<file path="src/rtl/mips_multicycle_ctrl.sv">
`default_nettype none
// ============================================================================
// Module   : mips_multicycle_ctrl
// Purpose  : Moore controller for the shared-memory multi-cycle MIPS datapath.
//            Decodes the latched opcode/funct fields and sequences mux selects,
//            write enables and ALU operation, one instruction at a time, with
//            a single-port memory ready handshake for fetch and data access.
// Revision : 1.0 - initial release
// ============================================================================
module mips_multicycle_ctrl (
  input  logic       clk,
  input  logic       rst,
  input  logic [5:0] op,
  input  logic [5:0] funct,
  input  logic       mem_ready,
  output logic       PCWrite,
  output logic       Branch,
  output logic       IorD,
  output logic       MemRead,
  output logic       MemWrite,
  output logic       IRWrite,
  output logic       RegDst,
  output logic       MemtoReg,
  output logic       RegWrite,
  output logic       ALUSrcA,
  output logic [1:0] ALUSrcB,
  output logic [2:0] ALUControl,
  output logic [1:0] PCSrc,
  output logic       instr_done,
  output logic       illegal,
  output logic [3:0] state
);

  // State encodings (visible on the debug state port)
  localparam logic [3:0] C_FETCH   = 4'd0;
  localparam logic [3:0] C_DECODE  = 4'd1;
  localparam logic [3:0] C_MEMADR  = 4'd2;
  localparam logic [3:0] C_MEMRD   = 4'd3;
  localparam logic [3:0] C_MEMWB   = 4'd4;
  localparam logic [3:0] C_MEMWR   = 4'd5;
  localparam logic [3:0] C_EXEC    = 4'd6;
  localparam logic [3:0] C_ALUWB   = 4'd7;
  localparam logic [3:0] C_BEQ     = 4'd8;
  localparam logic [3:0] C_ADDIEX  = 4'd9;
  localparam logic [3:0] C_ADDIWB  = 4'd10;
  localparam logic [3:0] C_JUMP    = 4'd11;
  localparam logic [3:0] C_ILLEGAL = 4'd12;

  // Opcodes
  localparam logic [5:0] C_OP_RTYPE = 6'b000000;
  localparam logic [5:0] C_OP_LW    = 6'b100011;
  localparam logic [5:0] C_OP_SW    = 6'b101011;
  localparam logic [5:0] C_OP_BEQ   = 6'b000100;
  localparam logic [5:0] C_OP_ADDI  = 6'b001000;
  localparam logic [5:0] C_OP_J     = 6'b000010;

  // R-type function codes
  localparam logic [5:0] C_FN_ADD = 6'b100000;
  localparam logic [5:0] C_FN_SUB = 6'b100010;
  localparam logic [5:0] C_FN_AND = 6'b100100;
  localparam logic [5:0] C_FN_OR  = 6'b100101;
  localparam logic [5:0] C_FN_SLT = 6'b101010;

  // ALU operations
  localparam logic [2:0] C_ALU_ADD = 3'b010;
  localparam logic [2:0] C_ALU_SUB = 3'b110;
  localparam logic [2:0] C_ALU_AND = 3'b000;
  localparam logic [2:0] C_ALU_OR  = 3'b001;
  localparam logic [2:0] C_ALU_SLT = 3'b111;

  // ALU B input selects
  localparam logic [1:0] C_SRCB_REG  = 2'b00;
  localparam logic [1:0] C_SRCB_FOUR = 2'b01;
  localparam logic [1:0] C_SRCB_IMM  = 2'b10;
  localparam logic [1:0] C_SRCB_IMM4 = 2'b11;

  // Next-PC selects
  localparam logic [1:0] C_PC_ALU    = 2'b00;
  localparam logic [1:0] C_PC_ALUOUT = 2'b01;
  localparam logic [1:0] C_PC_JUMP   = 2'b10;

  logic [3:0] r_state;
  logic [3:0] w_next_state;
  logic       r_is_lw;

  // Internal (pre-reset-gating) control values
  logic       w_pcwrite;
  logic       w_branch;
  logic       w_iord;
  logic       w_memread;
  logic       w_memwrite;
  logic       w_irwrite;
  logic       w_regdst;
  logic       w_memtoreg;
  logic       w_regwrite;
  logic       w_alusrca;
  logic [1:0] w_alusrcb;
  logic [2:0] w_alucontrol;
  logic [1:0] w_pcsrc;
  logic       w_instr_done;
  logic       w_illegal;

  logic       w_funct_ok;
  logic [2:0] w_funct_alu;

  // Map the R-type funct field to its ALU operation and flag unsupported ones
  always_comb begin
    w_funct_ok  = 1'b1;
    w_funct_alu = C_ALU_ADD;
    case (funct)
      C_FN_ADD: w_funct_alu = C_ALU_ADD;
      C_FN_SUB: w_funct_alu = C_ALU_SUB;
      C_FN_AND: w_funct_alu = C_ALU_AND;
      C_FN_OR:  w_funct_alu = C_ALU_OR;
      C_FN_SLT: w_funct_alu = C_ALU_SLT;
      default: begin
        w_funct_ok  = 1'b0;
        w_funct_alu = C_ALU_ADD;
      end
    endcase
  end

  // State register; reset aborts any instruction in flight
  always_ff @(posedge clk or posedge rst) begin
    if (rst) begin
      r_state <= C_FETCH;
    end else begin
      r_state <= w_next_state;
    end
  end

  // Remember lw vs sw at decode so op is only consulted in DECODE/EXEC
  always_ff @(posedge clk or posedge rst) begin
    if (rst) begin
      r_is_lw <= 1'b0;
    end else if (r_state == C_DECODE) begin
      r_is_lw <= (op == C_OP_LW);
    end
  end

  // Next-state logic
  always_comb begin
    w_next_state = r_state;
    case (r_state)
      C_FETCH: begin
        if (mem_ready) begin
          w_next_state = C_DECODE;
        end
      end
      C_DECODE: begin
        case (op)
          C_OP_LW, C_OP_SW: w_next_state = C_MEMADR;
          C_OP_RTYPE:       w_next_state = w_funct_ok ? C_EXEC : C_ILLEGAL;
          C_OP_BEQ:         w_next_state = C_BEQ;
          C_OP_ADDI:        w_next_state = C_ADDIEX;
          C_OP_J:           w_next_state = C_JUMP;
          default:          w_next_state = C_ILLEGAL;
        endcase
      end
      C_MEMADR:  w_next_state = r_is_lw ? C_MEMRD : C_MEMWR;
      C_MEMRD: begin
        if (mem_ready) begin
          w_next_state = C_MEMWB;
        end
      end
      C_MEMWB:   w_next_state = C_FETCH;
      C_MEMWR: begin
        if (mem_ready) begin
          w_next_state = C_FETCH;
        end
      end
      C_EXEC:    w_next_state = C_ALUWB;
      C_ALUWB:   w_next_state = C_FETCH;
      C_BEQ:     w_next_state = C_FETCH;
      C_ADDIEX:  w_next_state = C_ADDIWB;
      C_ADDIWB:  w_next_state = C_FETCH;
      C_JUMP:    w_next_state = C_FETCH;
      C_ILLEGAL: w_next_state = C_ILLEGAL;
      default:   w_next_state = C_FETCH;
    endcase
  end

  // Per-state control outputs; anything not set stays 0, ALU defaults to add
  always_comb begin
    w_pcwrite    = 1'b0;
    w_branch     = 1'b0;
    w_iord       = 1'b0;
    w_memread    = 1'b0;
    w_memwrite   = 1'b0;
    w_irwrite    = 1'b0;
    w_regdst     = 1'b0;
    w_memtoreg   = 1'b0;
    w_regwrite   = 1'b0;
    w_alusrca    = 1'b0;
    w_alusrcb    = C_SRCB_REG;
    w_alucontrol = C_ALU_ADD;
    w_pcsrc      = C_PC_ALU;
    w_instr_done = 1'b0;
    w_illegal    = 1'b0;
    case (r_state)
      C_FETCH: begin
        w_iord    = 1'b0;
        w_memread = 1'b1;
        w_alusrca = 1'b0;
        w_alusrcb = C_SRCB_FOUR;
        w_pcsrc   = C_PC_ALU;
        // PC and IR load only on the cycle the instruction word arrives
        w_irwrite = mem_ready;
        w_pcwrite = mem_ready;
      end
      C_DECODE: begin
        w_alusrca = 1'b0;
        w_alusrcb = C_SRCB_IMM4;
      end
      C_MEMADR: begin
        w_alusrca = 1'b1;
        w_alusrcb = C_SRCB_IMM;
      end
      C_MEMRD: begin
        w_iord    = 1'b1;
        w_memread = 1'b1;
      end
      C_MEMWB: begin
        w_regdst     = 1'b0;
        w_memtoreg   = 1'b1;
        w_regwrite   = 1'b1;
        w_instr_done = 1'b1;
      end
      C_MEMWR: begin
        w_iord       = 1'b1;
        w_memwrite   = 1'b1;
        w_instr_done = mem_ready;
      end
      C_EXEC: begin
        w_alusrca    = 1'b1;
        w_alusrcb    = C_SRCB_REG;
        w_alucontrol = w_funct_alu;
      end
      C_ALUWB: begin
        w_regdst     = 1'b1;
        w_regwrite   = 1'b1;
        w_instr_done = 1'b1;
      end
      C_BEQ: begin
        w_alusrca    = 1'b1;
        w_alusrcb    = C_SRCB_REG;
        w_alucontrol = C_ALU_SUB;
        w_branch     = 1'b1;
        w_pcsrc      = C_PC_ALUOUT;
        w_instr_done = 1'b1;
      end
      C_ADDIEX: begin
        w_alusrca    = 1'b1;
        w_alusrcb    = C_SRCB_IMM;
        w_alucontrol = C_ALU_ADD;
      end
      C_ADDIWB: begin
        w_regdst     = 1'b0;
        w_regwrite   = 1'b1;
        w_instr_done = 1'b1;
      end
      C_JUMP: begin
        w_pcsrc      = C_PC_JUMP;
        w_pcwrite    = 1'b1;
        w_instr_done = 1'b1;
      end
      C_ILLEGAL: begin
        w_illegal = 1'b1;
      end
      default: begin
        // Unreachable encodings drive everything, ALU op included, to 0
        w_alucontrol = 3'b000;
      end
    endcase
  end

  // Reset forces every output low at once, including the FETCH memory request
  assign PCWrite    = w_pcwrite    & ~rst;
  assign Branch     = w_branch     & ~rst;
  assign IorD       = w_iord       & ~rst;
  assign MemRead    = w_memread    & ~rst;
  assign MemWrite   = w_memwrite   & ~rst;
  assign IRWrite    = w_irwrite    & ~rst;
  assign RegDst     = w_regdst     & ~rst;
  assign MemtoReg   = w_memtoreg   & ~rst;
  assign RegWrite   = w_regwrite   & ~rst;
  assign ALUSrcA    = w_alusrca    & ~rst;
  assign ALUSrcB    = w_alusrcb    & {2{~rst}};
  assign ALUControl = w_alucontrol & {3{~rst}};
  assign PCSrc      = w_pcsrc      & {2{~rst}};
  assign instr_done = w_instr_done & ~rst;
  assign illegal    = w_illegal    & ~rst;
  assign state      = r_state;

endmodule
`default_nettype wire

</file>
<file path="config.mk">
export PLATFORM = sky130hd
export DESIGN_NAME = mips_multicycle_ctrl
export DESIGN_NICKNAME = d
export VERILOG_FILES = /design/src/rtl/mips_multicycle_ctrl.sv
export SDC_FILE = /design/constraint.sdc
export NUM_CORES = 1
export LEC_CHECK = 0
export BUFFER_PORTS_ARGS = -buffer_cell sky130_fd_sc_hd__buf_2
export CAP_MARGIN = 25
export CORE_MARGIN = 2
export CORE_UTILIZATION = 47
export CTS_CLUSTER_SIZE = 28
export DETAILED_ROUTE_END_ITERATION = 8
export GPL_TIMING_DRIVEN = 0
export PLACE_DENSITY = 0.83
export SLEW_MARGIN = 20
export SYNTH_ARGS = -nofsm -noshare
export SYNTH_HDL_FRONTEND = slang
export SYNTH_SLANG_ARGS = --single-unit
</file>
<file path="constraint.sdc">
create_clock -name clk -period 3.5 [get_ports clk]
set_input_delay 0.175 -clock clk [delete_from_list [all_inputs] [get_ports clk]]
set_output_delay 0.175 -clock clk [all_outputs]
set_load 0.01 [all_outputs]
</file>
==> impl_results.md <==
* Multiplexer share of the synthesized area at 2.75%
* Critical Path RT at 3.32 ns
* Initial Util at 49.4%
* Final hold slack at 0.192 ns
* Post-Synthesis Cell Area at 727 µm²
* Vias in the first global route at 892
* Max Cap Viol at 0
* Pwr/cell area at 668 nW/µm²
* CP max stage delay at 0.46 ns
* Wirelength, routed at 2.17 mm
* Post-DP HPWL at 1.68 mm
* Vias at 972
* Crit-path slowest cell: dfrtp_1
* P_leak at 0.434 nW
* Worst-path clk slew at 0.05 ns
* #FFs+latches synth at 5
* Post-synth EDFFs at 0
* Drt initial violations at 53
* Post-synth top flop: dfrtp_1
* Top cells by area, synth: dfrtp_1 (17%), nor2_1 (6.2%), nand2b_1 (5.2%), a21oi_1 (4.8%), nand4_1 (4.3%)
* Final nets at 161
* Adder-Cell Fraction of Synth Area at 0%
* Buf/Inv on CP at 2
* CTS sink cnt at 5
* First-pass GRT wire length at 3.73 mm
* CTS root buf: clkbuf_4
* Most frequent cells after synthesis: nor2_1 (12), clkbuf_1 (8), a21oi_1 (7)
* RSZ-0062 raised after global routing: no
* Clock Skew at 0.00187 ns
* Final Hold Vio Count at 0
* Die W at 43.3 µm
* CP Data Arrival Time at 1.83 ns
* Drt first pass iters at 4
* Max Slew Vio Count at 0
* Total GRT Usage at 25.8%
* Share of layout cells above drive strength 1 at 30.3%
* Most common cell in the netlist: nor2_1
* DR vias/cell at 6.04
* Die ar. at 1880 µm²
* Post-synthesis simple-gate area fraction at 40.1%
* Distinct cells, synth at 36
* I/O Buffers at 36
* DRC at 0
* Worst hold path type: in2reg
* CTS tree: built
* Clock Tree Buf Depth at 2
* TritonCTS buffer count at 3
* Post-CTS sizing at 0
* Crit path cell chain: clkbuf_1 > nor2_1 > a2111oi_0 > buf_2
* Clk_lat worst skew at 0.25 ns
* Family with the most delay on the worst path: buffers and inverters
* Minimum clock period at 2.01 ns
* Worst rel slew slack at 68.8%
* Detail Route Antenna Nets at 0
* I/O pin cnt at 38
* Largest net degree at the start of global routing at 11
* CP startpoint kind: flip-flop
* Drt wl/cell at 13.5 µm
* Ys Warns at 0
* Setup TNS at 0 ns
* Area Overhead vs Synth at 32.7%
* Highest clock rate at 498 MHz
* Worst Setup Path Type: reg2out
* Antenna violations before repair at 0
* Site Rows at 14
* Final setup fails at 0
* Outcome: complete, no violations
* PnR Total Power at 0.645 mW
* Sequential share of the synthesized area at 17.2%
* Mapped Nets at 119
* Synth Instances at 104
* Top cell type by total area after synthesis: dfrtp_1
* Slew @ Worst Pin at 0.468 ns
* Grt ovf at 0
* Die Ht at 43.3 µm
* Core ar. at 1470 µm²
* XOR/XNOR Fraction of Synth Area at 4.82%
* Max VDD drop at 0.000335 V
* Compound-gate portion of the synthesized area at 27.9%
* CP endpoint kind: output pin
* Post-synth top area share at 17.2%
* Routability cong. at 0.878
* Syn_area_per_cell at 6.99 µm²
* Ant. Diodes at 0
* Synth async-reset ratio at 100%
* Period utilization at 57.4%
* Crit Path Max Fanout at 10
* Main combinational cell family by area after synthesis: simple AND/OR/NAND/NOR gates
* CTS H-tree lvls at 1
-- stage by stage --
| stage | setup WS [ns] | cells | instance area, µm² | util [%] |
|---|---|---|---|---|
| 5_1_grt | 1.31 | 161 | 965 | 65.6 |
| 2_1_floorplan | 1.77 | 104 | 727 | - |
| 6_report | 1.49 | 161 | 965 | 65.6 |
| 4_1_cts | 1.53 | 161 | 965 | 65.6 |
| 3_3_place_gp | 1.85 | 156 | 927 | 63.0 |
| 3_5_place_dp | 1.81 | 156 | 927 | 63.0 |
-- cells by family after synthesis --
group           after synthesis
simple gates                 53
flops                         5
mux                           2
buf+inv                      13
compound gates               27
xor+xnor                      4
-- layout by cell type, fill, tap and decap left out, types with 5 or more instances in the layout --
master / instances
buf_2: 36
nor2_1: 12
clkbuf_1: 8
a21oi_1: 7
nand2_1: 6
nand2b_1: 6
nor3_1: 6
nor4_1: 5
nand4_1: 5
dfrtp_1: 5
-- where the power goes --
| part | internal (mW) | leakage, nW | switching [mW] |
|---|---|---|---|
| clock | 0.0415 | 0.0177 | 0.0273 |
| combinational | 0.182 | 0.351 | 0.280 |
| sequential | 0.0799 | 0.0656 | 0.0342 |
| total | 0.303 | 0.434 | 0.342 |
-- registers in the layout, summed over array words and instances (netlist names) --
register  cells
r_is_lw       1
state         4
-- what timing repair did --
item / CTS / global route
setup buffers: 0 / 0
hold buffers: 1 / 0
hold endpoints to repair: 5 / 0
-- final cells by class --
class	instances	area, µm²
Buffer	9	37.5
Clock inverter	1	5.00
Clock buffer	3	22.5
Sequential cell	5	125
Fill cell	141	507
Inverter	4	15.0
Timing Repair Buffer	37	190
Multi-Input combinational cell	86	549
Tap cell	16	20.0
-- path summary, 6_finish.rpt --
check	start	to	slack (ns)	depth (start not counted)
worst max-delay path	state[2]	instr_done	1.49	4
worst min-delay path	op[3]	r_is_lw	0.19	2
worst max register to register	state[3]	state[2]	1.95	4
worst min register to register	r_is_lw	r_is_lw	0.54	2
max in group asynchronous	rst	state[0]	2.78	3
min in group asynchronous	rst	state[1]	0.52	3
-- routing by layer --
layer / vias up / share of wire (%) / GRT usage, %
li1: 474 / - / -
met2: 50 / 50 / 42.4
met3: 7 / 7.7 / 5.00
met4: 0 / 2.4 / 13.9
met5: - / 0 / 0
met1: 441 / 40 / 31.9
Note: power is estimated with default switching activity, not from simulation.
